### src/rtl/exec_pkg.sv
// Shared execute-stage definitions: default widths, the ALU writeback entry type
// and the ROB-relative age comparison used for redirect selection.
package exec_pkg;

  localparam int DEF_DEPTH = 4;
  localparam int DEF_TAG_W = 6;
  localparam int DEF_XLEN  = 32;
  localparam int DEF_PLEN  = 32;

  typedef struct packed {
    logic [DEF_TAG_W-1:0] rob_tag;
    logic [DEF_XLEN-1:0]  result;
    logic                 is_mispred;
    logic [DEF_PLEN-1:0]  redirect_pc;
  } alu_wb_t;

  // Distance of a tag from the ROB head, modulo the tag space.
  function automatic logic [31:0] rob_age(input logic [31:0] tag,
                                          input logic [31:0] head,
                                          input int unsigned tag_w);
    logic [31:0] mask;
    mask = (32'd1 << tag_w) - 32'd1;
    return (tag - head) & mask;
  endfunction

  // True when tag a is strictly older (closer to the head) than tag b.
  function automatic logic is_older(input logic [31:0] a_tag,
                                    input logic [31:0] b_tag,
                                    input logic [31:0] head,
                                    input int unsigned tag_w);
    return rob_age(a_tag, head, tag_w) < rob_age(b_tag, head, tag_w);
  endfunction

endpackage

### src/rtl/alu_wb_fifo.sv
// Single-clock DEPTH-entry FIFO of writeback entries with synchronous flush.
// Pointers carry a wrap bit above the index so full and empty are distinguishable.
module alu_wb_fifo
  import exec_pkg::*;
#(
  parameter type T     = alu_wb_t,
  parameter int  DEPTH = DEF_DEPTH
) (
  input  logic clk_i,
  input  logic rst_ni,
  input  logic flush_i,
  input  logic push_i,
  input  logic pop_i,
  input  T     data_i,
  output T     data_o,
  output logic full_o,
  output logic empty_o
);

  localparam int AW = $clog2(DEPTH);

  logic [AW:0] r_wr_ptr;
  logic [AW:0] r_rd_ptr;
  T            r_mem [DEPTH];
  logic        w_full;
  logic        w_empty;

  assign w_empty = (r_wr_ptr == r_rd_ptr);
  assign w_full  = (r_wr_ptr[AW] != r_rd_ptr[AW]) &&
                   (r_wr_ptr[AW-1:0] == r_rd_ptr[AW-1:0]);

  // NOTE: sequential state uses non-blocking assignments so every flop samples pre-edge values.
  always_ff @(posedge clk_i or negedge rst_ni) begin
    if (!rst_ni) begin
      r_wr_ptr <= '0;
      r_rd_ptr <= '0;
    end else if (flush_i) begin
      r_wr_ptr <= '0;
      r_rd_ptr <= '0;
    end else begin
      if (push_i && !w_full)  r_wr_ptr <= r_wr_ptr + 1'b1;
      if (pop_i  && !w_empty) r_rd_ptr <= r_rd_ptr + 1'b1;
    end
  end

  // NOTE: storage is not reset; an empty FIFO never exposes it, and leaving it out keeps it as plain RAM.
  always_ff @(posedge clk_i) begin
    if (push_i && !w_full) r_mem[r_wr_ptr[AW-1:0]] <= data_i;
  end

  assign data_o  = r_mem[r_rd_ptr[AW-1:0]];
  assign full_o  = w_full;
  assign empty_o = w_empty;

endmodule

### src/rtl/alu_wb_collector.sv
// Collects ALU writebacks into per-port FIFOs, drains them round-robin to the ROB and
// tracks the oldest mispredict to raise a registered frontend redirect.
// Optional: define ALU_WB_BYPASS_EN for a 0-cycle path from an empty port to the wb outputs.
module alu_wb_collector
  import exec_pkg::*;
#(
  parameter int NUM_ALU = 2,
  parameter int DEPTH   = DEF_DEPTH,
  parameter int TAG_W   = DEF_TAG_W,
  parameter int XLEN    = DEF_XLEN,
  parameter int PC_W    = DEF_PLEN
) (
  input  logic                    clk_i,
  input  logic                    rst_ni,
  input  logic                    flush_i,
  input  logic [TAG_W-1:0]        rob_head_i,
  input  logic [NUM_ALU-1:0]      alu_valid_i,
  output logic [NUM_ALU-1:0]      alu_ready_o,
  input  logic [NUM_ALU*TAG_W-1:0] alu_rob_tag_i,
  input  logic [NUM_ALU*XLEN-1:0] alu_result_i,
  input  logic [NUM_ALU-1:0]      alu_is_mispred_i,
  input  logic [NUM_ALU*PC_W-1:0] alu_redirect_pc_i,
  output logic                    wb_valid_o,
  input  logic                    wb_ready_i,
  output logic [TAG_W-1:0]        wb_rob_tag_o,
  output logic [XLEN-1:0]         wb_result_o,
  output logic                    wb_is_mispred_o,
  output logic                    redirect_valid_o,
  output logic [PC_W-1:0]         redirect_pc_o
);

  localparam int RR_W = (NUM_ALU > 1) ? $clog2(NUM_ALU) : 1;

  typedef struct packed {
    logic [TAG_W-1:0] rob_tag;
    logic [XLEN-1:0]  result;
    logic             is_mispred;
    logic [PC_W-1:0]  redirect_pc;
  } entry_t;

  entry_t             w_in   [NUM_ALU];
  entry_t             w_head [NUM_ALU];
  entry_t             w_sel;
  logic [NUM_ALU-1:0] w_full;
  logic [NUM_ALU-1:0] w_empty;
  logic [NUM_ALU-1:0] w_accept;
  logic [NUM_ALU-1:0] w_push;
  logic [NUM_ALU-1:0] w_pop;
  logic [NUM_ALU-1:0] w_req;
  logic [RR_W-1:0]    w_grant;
  logic               w_grant_valid;
  logic               w_hs;

  logic               w_cand_valid;
  logic [TAG_W-1:0]   w_cand_tag;
  logic [PC_W-1:0]    w_cand_pc;
  logic               w_take;

  logic [RR_W-1:0]    r_rr_ptr;
  logic               r_trk_valid;
  logic [TAG_W-1:0]   r_trk_tag;
  logic               r_redirect_valid;
  logic [PC_W-1:0]    r_redirect_pc;

  // Flush discards every input in its cycle, so nothing is accepted then.
  assign w_accept    = alu_valid_i & ~w_full & {NUM_ALU{~flush_i}};
  assign alu_ready_o = ~w_full;

  for (genvar gi = 0; gi < NUM_ALU; gi++) begin : g_port
    assign w_in[gi] = '{rob_tag:     alu_rob_tag_i[gi*TAG_W +: TAG_W],
                        result:      alu_result_i[gi*XLEN +: XLEN],
                        is_mispred:  alu_is_mispred_i[gi],
                        redirect_pc: alu_redirect_pc_i[gi*PC_W +: PC_W]};

    alu_wb_fifo #(
      .T     (entry_t),
      .DEPTH (DEPTH)
    ) u_fifo (
      .clk_i   (clk_i),
      .rst_ni  (rst_ni),
      .flush_i (flush_i),
      .push_i  (w_push[gi]),
      .pop_i   (w_pop[gi]),
      .data_i  (w_in[gi]),
      .data_o  (w_head[gi]),
      .full_o  (w_full[gi]),
      .empty_o (w_empty[gi])
    );
  end

`ifdef ALU_WB_BYPASS_EN
  // An empty port may present its live input; it is only stored if the ROB does not take it.
  assign w_req  = ~w_empty | alu_valid_i;
  assign w_sel  = w_empty[w_grant] ? w_in[w_grant] : w_head[w_grant];
  assign w_push = w_accept & ~(w_pop & w_empty);
`else
  assign w_req  = ~w_empty;
  assign w_sel  = w_head[w_grant];
  assign w_push = w_accept;
`endif

  // NOTE: every signal driven in always_comb gets a default first so no latch is inferred.
  always_comb begin
    w_grant_valid = 1'b0;
    w_grant       = '0;
    for (int k = 0; k < NUM_ALU; k++) begin
      int idx;
      idx = int'(r_rr_ptr) + k;
      if (idx >= NUM_ALU) idx = idx - NUM_ALU;
      if (!w_grant_valid && w_req[RR_W'(idx)]) begin
        w_grant_valid = 1'b1;
        w_grant       = RR_W'(idx);
      end
    end
  end

  assign w_hs = w_grant_valid && wb_ready_i && !flush_i;

  always_comb begin
    w_pop = '0;
    for (int i = 0; i < NUM_ALU; i++) begin
      w_pop[i] = w_hs && (w_grant == RR_W'(i));
    end
  end

  assign wb_valid_o      = w_grant_valid;
  assign wb_rob_tag_o    = w_grant_valid ? w_sel.rob_tag    : '0;
  assign wb_result_o     = w_grant_valid ? w_sel.result     : '0;
  assign wb_is_mispred_o = w_grant_valid ? w_sel.is_mispred : 1'b0;

  // Grant holds under backpressure because the pointer only moves on a handshake.
  always_ff @(posedge clk_i or negedge rst_ni) begin
    if (!rst_ni) begin
      r_rr_ptr <= '0;
    end else if (flush_i) begin
      r_rr_ptr <= '0;
    end else if (w_hs) begin
      r_rr_ptr <= (w_grant == RR_W'(NUM_ALU - 1)) ? '0 : w_grant + RR_W'(1);
    end
  end

  // Oldest accepted mispredict this cycle; strict compare lets the lower index win a tie.
  always_comb begin
    w_cand_valid = 1'b0;
    w_cand_tag   = '0;
    w_cand_pc    = '0;
    for (int i = 0; i < NUM_ALU; i++) begin
      if (w_accept[i] && w_in[i].is_mispred &&
          (!w_cand_valid ||
           is_older(32'(w_in[i].rob_tag), 32'(w_cand_tag), 32'(rob_head_i), TAG_W))) begin
        w_cand_valid = 1'b1;
        w_cand_tag   = w_in[i].rob_tag;
        w_cand_pc    = w_in[i].redirect_pc;
      end
    end
  end

  assign w_take = w_cand_valid &&
                  (!r_trk_valid ||
                   is_older(32'(w_cand_tag), 32'(r_trk_tag), 32'(rob_head_i), TAG_W));

  always_ff @(posedge clk_i or negedge rst_ni) begin
    if (!rst_ni) begin
      r_trk_valid      <= 1'b0;
      r_trk_tag        <= '0;
      r_redirect_valid <= 1'b0;
      r_redirect_pc    <= '0;
    end else if (flush_i) begin
      r_trk_valid      <= 1'b0;
      r_redirect_valid <= 1'b0;
    end else begin
      r_redirect_valid <= w_take;
      if (w_take) begin
        r_trk_valid   <= 1'b1;
        r_trk_tag     <= w_cand_tag;
        r_redirect_pc <= w_cand_pc;
      end
    end
  end

  assign redirect_valid_o = r_redirect_valid;
  assign redirect_pc_o    = r_redirect_pc;

  // The issue side must never present a result to a full port.
  a_no_push_when_full: assert property (@(posedge clk_i) disable iff (!rst_ni)
    (alu_valid_i & ~alu_ready_o) == '0);

endmodule

### config.mk
export PLATFORM = sky130hd
export DESIGN_NAME = alu_wb_collector
export DESIGN_NICKNAME = d
export VERILOG_FILES = /design/src/rtl/exec_pkg.sv /design/src/rtl/alu_wb_fifo.sv /design/src/rtl/alu_wb_collector.sv
export SDC_FILE = /design/constraint.sdc
export NUM_CORES = 1
export LEC_CHECK = 0
export ABC_AREA = 0
export BUFFER_PORTS_ARGS = -buffer_cell sky130_fd_sc_hd__buf_2
export CAP_MARGIN = 10
export CORE_MARGIN = 10
export CORE_UTILIZATION = 30
export DETAILED_ROUTE_END_ITERATION = 7
export GPL_TIMING_DRIVEN = 0
export RECOVER_POWER = 50
export SYNTH_ARGS = -nofsm -noshare
export SYNTH_HDL_FRONTEND = slang
export SYNTH_HIERARCHICAL = 1
export SYNTH_SLANG_ARGS = --single-unit
### constraint.sdc
create_clock -name clk_i -period 17.24 [get_ports clk_i]
set_clock_uncertainty 0.15 [all_clocks]
set_input_delay 0.862 -clock clk_i [delete_from_list [all_inputs] [get_ports clk_i]]
set_output_delay 0.862 -clock clk_i [all_outputs]
set_load 0.01 [all_outputs]
# --- Word level (Yosys, flattened, before mapping) ---
# Memory sizes are Yosys's and may differ from the RTL's.
# Cells that the tools add are included.
classes:
  n_lt_le_gt_ge: 7
  bitwise: 7
  eq_ne: 6
  mux: 40
  n_reduce_logical: 32
  add_sub_neg: 12
ops:
  columns: ["op", "n"]
  rows:
  - ["$mux 71", 3]
  - ["$mux 32", 3]
  - ["$mux 3", 8]
  - ["$sub 6x6->6", 4]
  - ["$mux 1", 23]
  - ["$mux 6", 3]
  - ["$logic_and 1x1->1", 15]
  - ["$add 3x1->3 const B", 4]
  - ["$lt 6x6->1", 2]
  - ["$reduce_bool 2->1", 6]
  - ["$logic_not 1->1", 8]
  - ["$eq 3x3->1", 2]
  - ["$lt 1x3->1 const B", 2]
  - ["$and 2x2->2", 2]
  - ["$eq 2x2->1", 2]
  - ["$ge 2x2->1 const B", 2]
  - ["$not 1->1", 3]
  - ["$add 1x1->2 const B", 1]
  - ["$ge 1x2->1 const B", 1]
  - ["$logic_or 1x1->1", 2]
  - ["$ne 1x1->1", 2]
  - ["$not 1->2", 1]
  - ["$not 2->2", 1]
  - ["$reduce_and 2->1", 1]
  - ["2 further kinds", 3]
word_totals:
  memories: 2
  input_bits: 154
  word_cells: 115
  out_inout_bits: 75
  regBits: 53
  ramBits: 568
mem_list:
  columns: ["memory", "depth", "width", "rd", "rd_clocked_by_memory_dff", "write_ports", "line", "text"]
  rows:
  - ["g_port[0].u_fifo.r_mem", 4, 71, 1, 0, 1, "alu_wb_fifo.sv:24", "T r_mem [DEPTH];"]
  - ["g_port[1].u_fifo.r_mem", 4, 71, 1, 0, 1, "alu_wb_fifo.sv:24", null]

# --- Depth between registers and ports, before layout ---
logic_depth:
  depth_word: 18
  depth_mapped: 36
  depth_no_buf: 29

# --- By module ---
# The synthesis kept the hierarchy.
by_module_without_submodules:
  columns: ["module", "seq_area_each_um2", "cells_each", "instances", "area_per_inst_um2"]
  rows:
  - ["alu_wb_fifo (g_port[0].u_fifo)", 8678.3, 438, 1, 10782.8]
  - ["alu_wb_fifo (g_port[1].u_fifo)", 8678.3, 439, 1, 10779.1]
  - ["alu_wb_collector", 1026.0, 362, 1, 3616.0]

# --- Worst setup path before layout ---
# No wires, ideal clock.
synth_timing:
  path_kind: "register to register"
  from: "register g_port[0].u_fifo.r_wr_ptr[1]"
  to: "register r_redirect_pc[0], in the netlist redirect_pc_o[0]"
  path_slack_ns: 10.468
  synth_period_minus_slack_ns: 6.772
  required_time_ns: 16.965
  setup_ns: 0.125
  t_arrival_ns: 6.496
  n_path_buf: 7
  stages_incl_launch_ff: 34
  cell_sequence: "dfrtp_1 buf_2 xor2_1 nor3_1 nor3b_2 and2_1 buf_4 buf_2 and2_1 ha_1 o2111a_1 a311o_1 a221oi_2 xnor2_1 ha_1 nand4_1 o221ai_2 o21ai_1 buf_2 buf_2 a22o_1 ha_1 o21a_1 o21a_1 mux2i_1 nand2_1 xnor2_1 ha_1 a21oi_1 nor3b_2 a21oi_2 buf_6 buf_6 mux2_4"
synth_between:
  elab_chain_cells: 17
  word_cells_on_any_way: 22
  classes_between: "add/sub: 2; order compare: 2; eq/ne: 1; mux: 6; bitwise: 3; reduce/logical: 8"
synth_lines:
  columns: ["element", "line", "text"]
  rows:
  - ["from (decl)", "alu_wb_fifo.sv:22", "logic [AW:0] r_wr_ptr;"]
  - ["from (signal assigned)", "alu_wb_fifo.sv:41", "if (push_i && !w_full) r_wr_ptr <= r_wr_ptr + 1'b1;"]
  - ["$eq 2x2->1 (*)", "alu_wb_fifo.sv:30", "(r_wr_ptr[AW-1:0] == r_rd_ptr[AW-1:0]);"]
  - ["$logic_and 1x1->1 (*)", "alu_wb_fifo.sv:29", "assign w_full = (r_wr_ptr[AW] != r_rd_ptr[AW]) &&"]
  - ["via w_full[0]", "alu_wb_collector.sv:44", "logic [NUM_ALU-1:0] w_full;"]
  - ["$not 2->2 (*)", "alu_wb_collector.sv:66", "assign w_accept = alu_valid_i & ~w_full & {NUM_ALU{~flush_i}};"]
  - ["$and 2x2->2 (*) (2 in series)", "alu_wb_collector.sv:66", null]
  - ["via w_accept[0]", "alu_wb_collector.sv:46", "logic [NUM_ALU-1:0] w_accept;"]
  - ["$logic_and 1x1->1 (*)", "alu_wb_collector.sv:148", "if (w_accept[i] && w_in[i].is_mispred &&"]
  - ["$mux 6", "alu_wb_collector.sv:148", null]
  - ["[3 not listed]", null, null]
  - ["$logic_and 1x1->1", "alu_wb_collector.sv:148", null]
  - ["$mux 6 (*)", "alu_wb_collector.sv:148", null]
  - ["via w_cand_tag[2]", "alu_wb_collector.sv:55", "logic [TAG_W-1:0] w_cand_tag;"]
  - ["$sub 6x6->6 (*)", "exec_pkg.sv:23", "return (tag - head) & mask;"]
  - ["$lt 6x6->1 (*)", "exec_pkg.sv:31", "return rob_age(a_tag, head, tag_w) < rob_age(b_tag, head, tag_w);"]
  - ["$logic_or 1x1->1 (*)", "alu_wb_collector.sv:159", "(!r_trk_valid ||"]
  - ["$logic_and 1x1->1 (*)", "alu_wb_collector.sv:158", "assign w_take = w_cand_valid &&"]
  - ["$reduce_and 2->1 (no line) (*)", null, null]
  - ["to (signal assigned)", "alu_wb_collector.sv:176", "r_redirect_pc <= w_cand_pc;"]
  - ["to (decl)", "alu_wb_collector.sv:63", "logic [PC_W-1:0] r_redirect_pc;"]
# Mark *: on every way through the listed nets, which the timed path passes. The rest lies on a longest branch.
# A chain may end at the register's enable or synchronous reset.

# --- Worst setup path after layout ---
layout_timing:
  from: "register g_port[0].u_fifo.r_wr_ptr[1]"
  to: "register r_redirect_pc[2], in the netlist redirect_pc_o[2]"
layout_between:
  elab_chain_cells: 17
  word_cells_on_any_way: 22
  classes_between: "add/sub: 2; order compare: 2; eq/ne: 1; mux: 6; bitwise: 3; reduce/logical: 8"
layout_lines:
  columns: ["element", "line", "text"]
  rows:
  - ["$eq 2x2->1 (*)", "alu_wb_fifo.sv:30", null]
  - ["$logic_and 1x1->1 (*)", "alu_wb_fifo.sv:29", null]
  - ["via w_full[0]", "alu_wb_collector.sv:44", null]
  - ["$not 2->2 (*)", "alu_wb_collector.sv:66", null]
  - ["$and 2x2->2 (*) (2 in series)", "alu_wb_collector.sv:66", null]
  - ["via w_accept[0]", "alu_wb_collector.sv:46", null]
  - ["$logic_and 1x1->1 (*)", "alu_wb_collector.sv:148", null]
  - ["$mux 6", "alu_wb_collector.sv:148", null]
  - ["[2 not listed]", null, null]
  - ["$logic_or 1x1->1", "alu_wb_collector.sv:149", "(!w_cand_valid ||"]
  - ["$logic_and 1x1->1", "alu_wb_collector.sv:148", null]
  - ["$mux 6", "alu_wb_collector.sv:148", null]
  - ["$sub 6x6->6", "exec_pkg.sv:23", null]
  - ["$lt 6x6->1", "exec_pkg.sv:31", null]
  - ["$logic_or 1x1->1", "alu_wb_collector.sv:159", null]
  - ["$logic_and 1x1->1", "alu_wb_collector.sv:158", null]
  - ["$reduce_and 2->1 (no line)", null, null]
# Marked as above.

==> flow_summary.ini <==
[global_routing]
grtUsageTotal_pct = 13.0
grt_max_degree = 36
grt_pass1_wl_mm = 62.0
grt_pass1_vias = 9926
antenna_found_initial = 8
overflow = 0

[die]
die_area_um2 = 63000
start_util_pct = 30.4
rows = 84
io_pins = 229
dieHeight_um = 251
core_um2 = 52700
die_w_um = 251

[clock_tree]
cts_tree = done
cts_hold_buffers = 0
clkSinkCount = 365
htree_levels = 2
post_cts_resized = 0
root_buffer = clkbuf_16
insertion_delay_ns = 0.56
cts_made_buffers = 40
cts_setup_buffers = 0
clk_pin_slew_ns = 0.06
cts_buffer_depth = 3

[sta]
fin_crit_sh_pct = 50.2
setup_viol = 0
relSlewSlack_pct = -46.5
max_freq_mhz = 115
tns_ns = 0
slew_viol_final = 36
tightest_slew_ns = 2.20
finalHoldViolations = 0
rsz0062_at_grt = false
setup_ws_ns = 8.58
finalCriticalPeriod_ns = 8.66

[pwr]
p_leak_nw = 6.91
total_power_w = 0.00235
power_frac_comb_pct = 18.9
power.switching_w = 0.000609
p_clk_share_pct = 36.5
seqPwrFrac_pct = 44.6
p_int_w = 0.00174
ir_drop_v = 0.0000767
p_sw_share_pct = 26.0
power_density_nw_per_um2 = 121

[final_layout]
final_cell_count_no_fill = 1905
syn_to_final_growth_pct = 20.9
nets = 1385
drive_above_1_share_pct = 27.7
fin_util_pct = 36.8

[outcome]
violations = capacitance limit, slew limit
outcome = complete, but fails checks

[logic_synthesis]
syn_area_um2 = 16000
syn_inst = 910
yosysWarnings = 6
synth_fp_nets = 1106
synth.avg_cell_area_um2 = 17.6

[setup_path]
slowest_delay_ns = 0.75
crit_path_end_kind = register
slowest_stage = nor3b_1
worst-setup-path-type = reg -> reg
worstPathArrival_ns = 8.94
worst_path_most_repeated_cell = ha_1
crit_required_ns = 17.52
crit_fanout = 10
critPathLaunchType = register

[flow_run]
drv_cap = 1

[routing]
routed_via_density = 4.82
wl_per_cell_um = 21.8
drt-initial-drc-count = 574
vias = 9188
route.antenna.remaining_nets = 0
wirelength_mm = 41.6
drtPass1Iterations = 5
drcViolationCount = 0

[placed_design]
gp_congestion = 0.854
placedCellCount = 1835
numPortBuffers = 228
pre_cts_ws_ns = 9.02
detailed_place_hpwl_mm = 29.7

[min_path]
hold_class = in -> async
## worst max-delay path: cells and delay by family, from the launching register on
family,cells,cell delay [ns]
AND/OR/NAND/NOR,8,1.83
flip-flops,1,0.37
AO/OA/AOI/OAI,10,2.29
multiplexers,2,0.45
XOR/XNOR,3,0.71
buffers and inverters,7,1.59
adder cells (fa/ha/maj),4,1.13
## layout make-up
class	instances	area [µm²]
clock inverters	15	234
flip-flops and latches	365	10700
repair buffers	237	1160
fillers	4979	33300
diodes	2	5.00
inverters	29	109
clock buffers	53	1080
plain buffers	53	260
multi-input cells	463	4940
well taps	688	861
## state kept, by name, summed over array words and instances, names as in the netlist
register,flops
g_port.u_fifo/r_rd_ptr,6
r_trk_tag,6
r_rr_ptr,1
redirect_pc_o,32
g_port.u_fifo/r_mem,312
g_port.u_fifo/r_wr_ptr,6
r_trk_valid,1
redirect_valid_o,1
## routing by layer
| layer | share of wire, % | up-vias | routed length, µm | track usage (%) |
|---|---|---|---|---|
| met2 | 48 | 303 | 20100 | 21.6 |
| met5 | 0.21 | - | 88 | 0 |
| met1 | 42 | 4642 | 17600 | 16.0 |
| met3 | 7.1 | 60 | 2940 | 3.96 |
| li1 | - | 4171 | - | - |
| met4 | 1.9 | 12 | 770 | 3.43 |
## placed cells by master, fill, tap and decap left out, drive strengths merged, types with 4 or more instances in the layout
cell type	count
nor2b	11
nor4	6
a21o	10
nor2	47
edfxtp	312
a22o	34
clkinv	10
mux4	78
nand2b	4
and3	4
dfrtp	53
and2	12
a22oi	4
nor3b	8
nand2	9
xor2	10
mux2i	41
xnor2	20
inv	29
bufinv	5
mux2	37
o21ai	9
buf	157
nor3	6
a31oi	5
clkbuf	186
ha	39
nand4	9
nand3	8
o211ai	4
a21oi	23
## path summary, 6_finish.rpt
path                                              start                            to  slack, ns  cells past startpoint
max                        g_port[0].u_fifo/r_wr_ptr[1]              redirect_pc_o[2]       8.58                     34
min reg2reg                           redirect_pc_o[11]             redirect_pc_o[11]       0.35                      1
min in group clk_i                    redirect_pc_o[11]             redirect_pc_o[11]       0.35                      1
max in group asynchronous                        rst_ni  g_port[1].u_fifo/r_rd_ptr[1]      13.99                      2
max reg2reg                g_port[0].u_fifo/r_wr_ptr[1]              redirect_pc_o[2]       8.58                     34
min                                              rst_ni             redirect_pc_o[11]       0.33                      1
## power groups by stage
stage	combinational (W)	clock [W]	sequential [W]
after global routing	0.000493	0.000920	0.00105
after floorplan	0.000276	0	0.00108
final	0.000443	0.000856	0.00105
after detailed placement	0.000466	0	0.00106
after CTS	0.000467	0.000882	0.00105
after global placement	0.000456	0	0.00106
## stage by stage
step / instance area [µm²] / hold slack [ns]
2_1_floorplan: 16000 / 0.334
3_3_place_gp: 18000 / 0.334
3_5_place_dp: 18200 / 0.338
4_1_cts: 19500 / 0.0938
5_1_grt: 19300 / 0.374
6_report: 19400 / 0.328
Note: power is estimated with default switching activity, not from simulation.
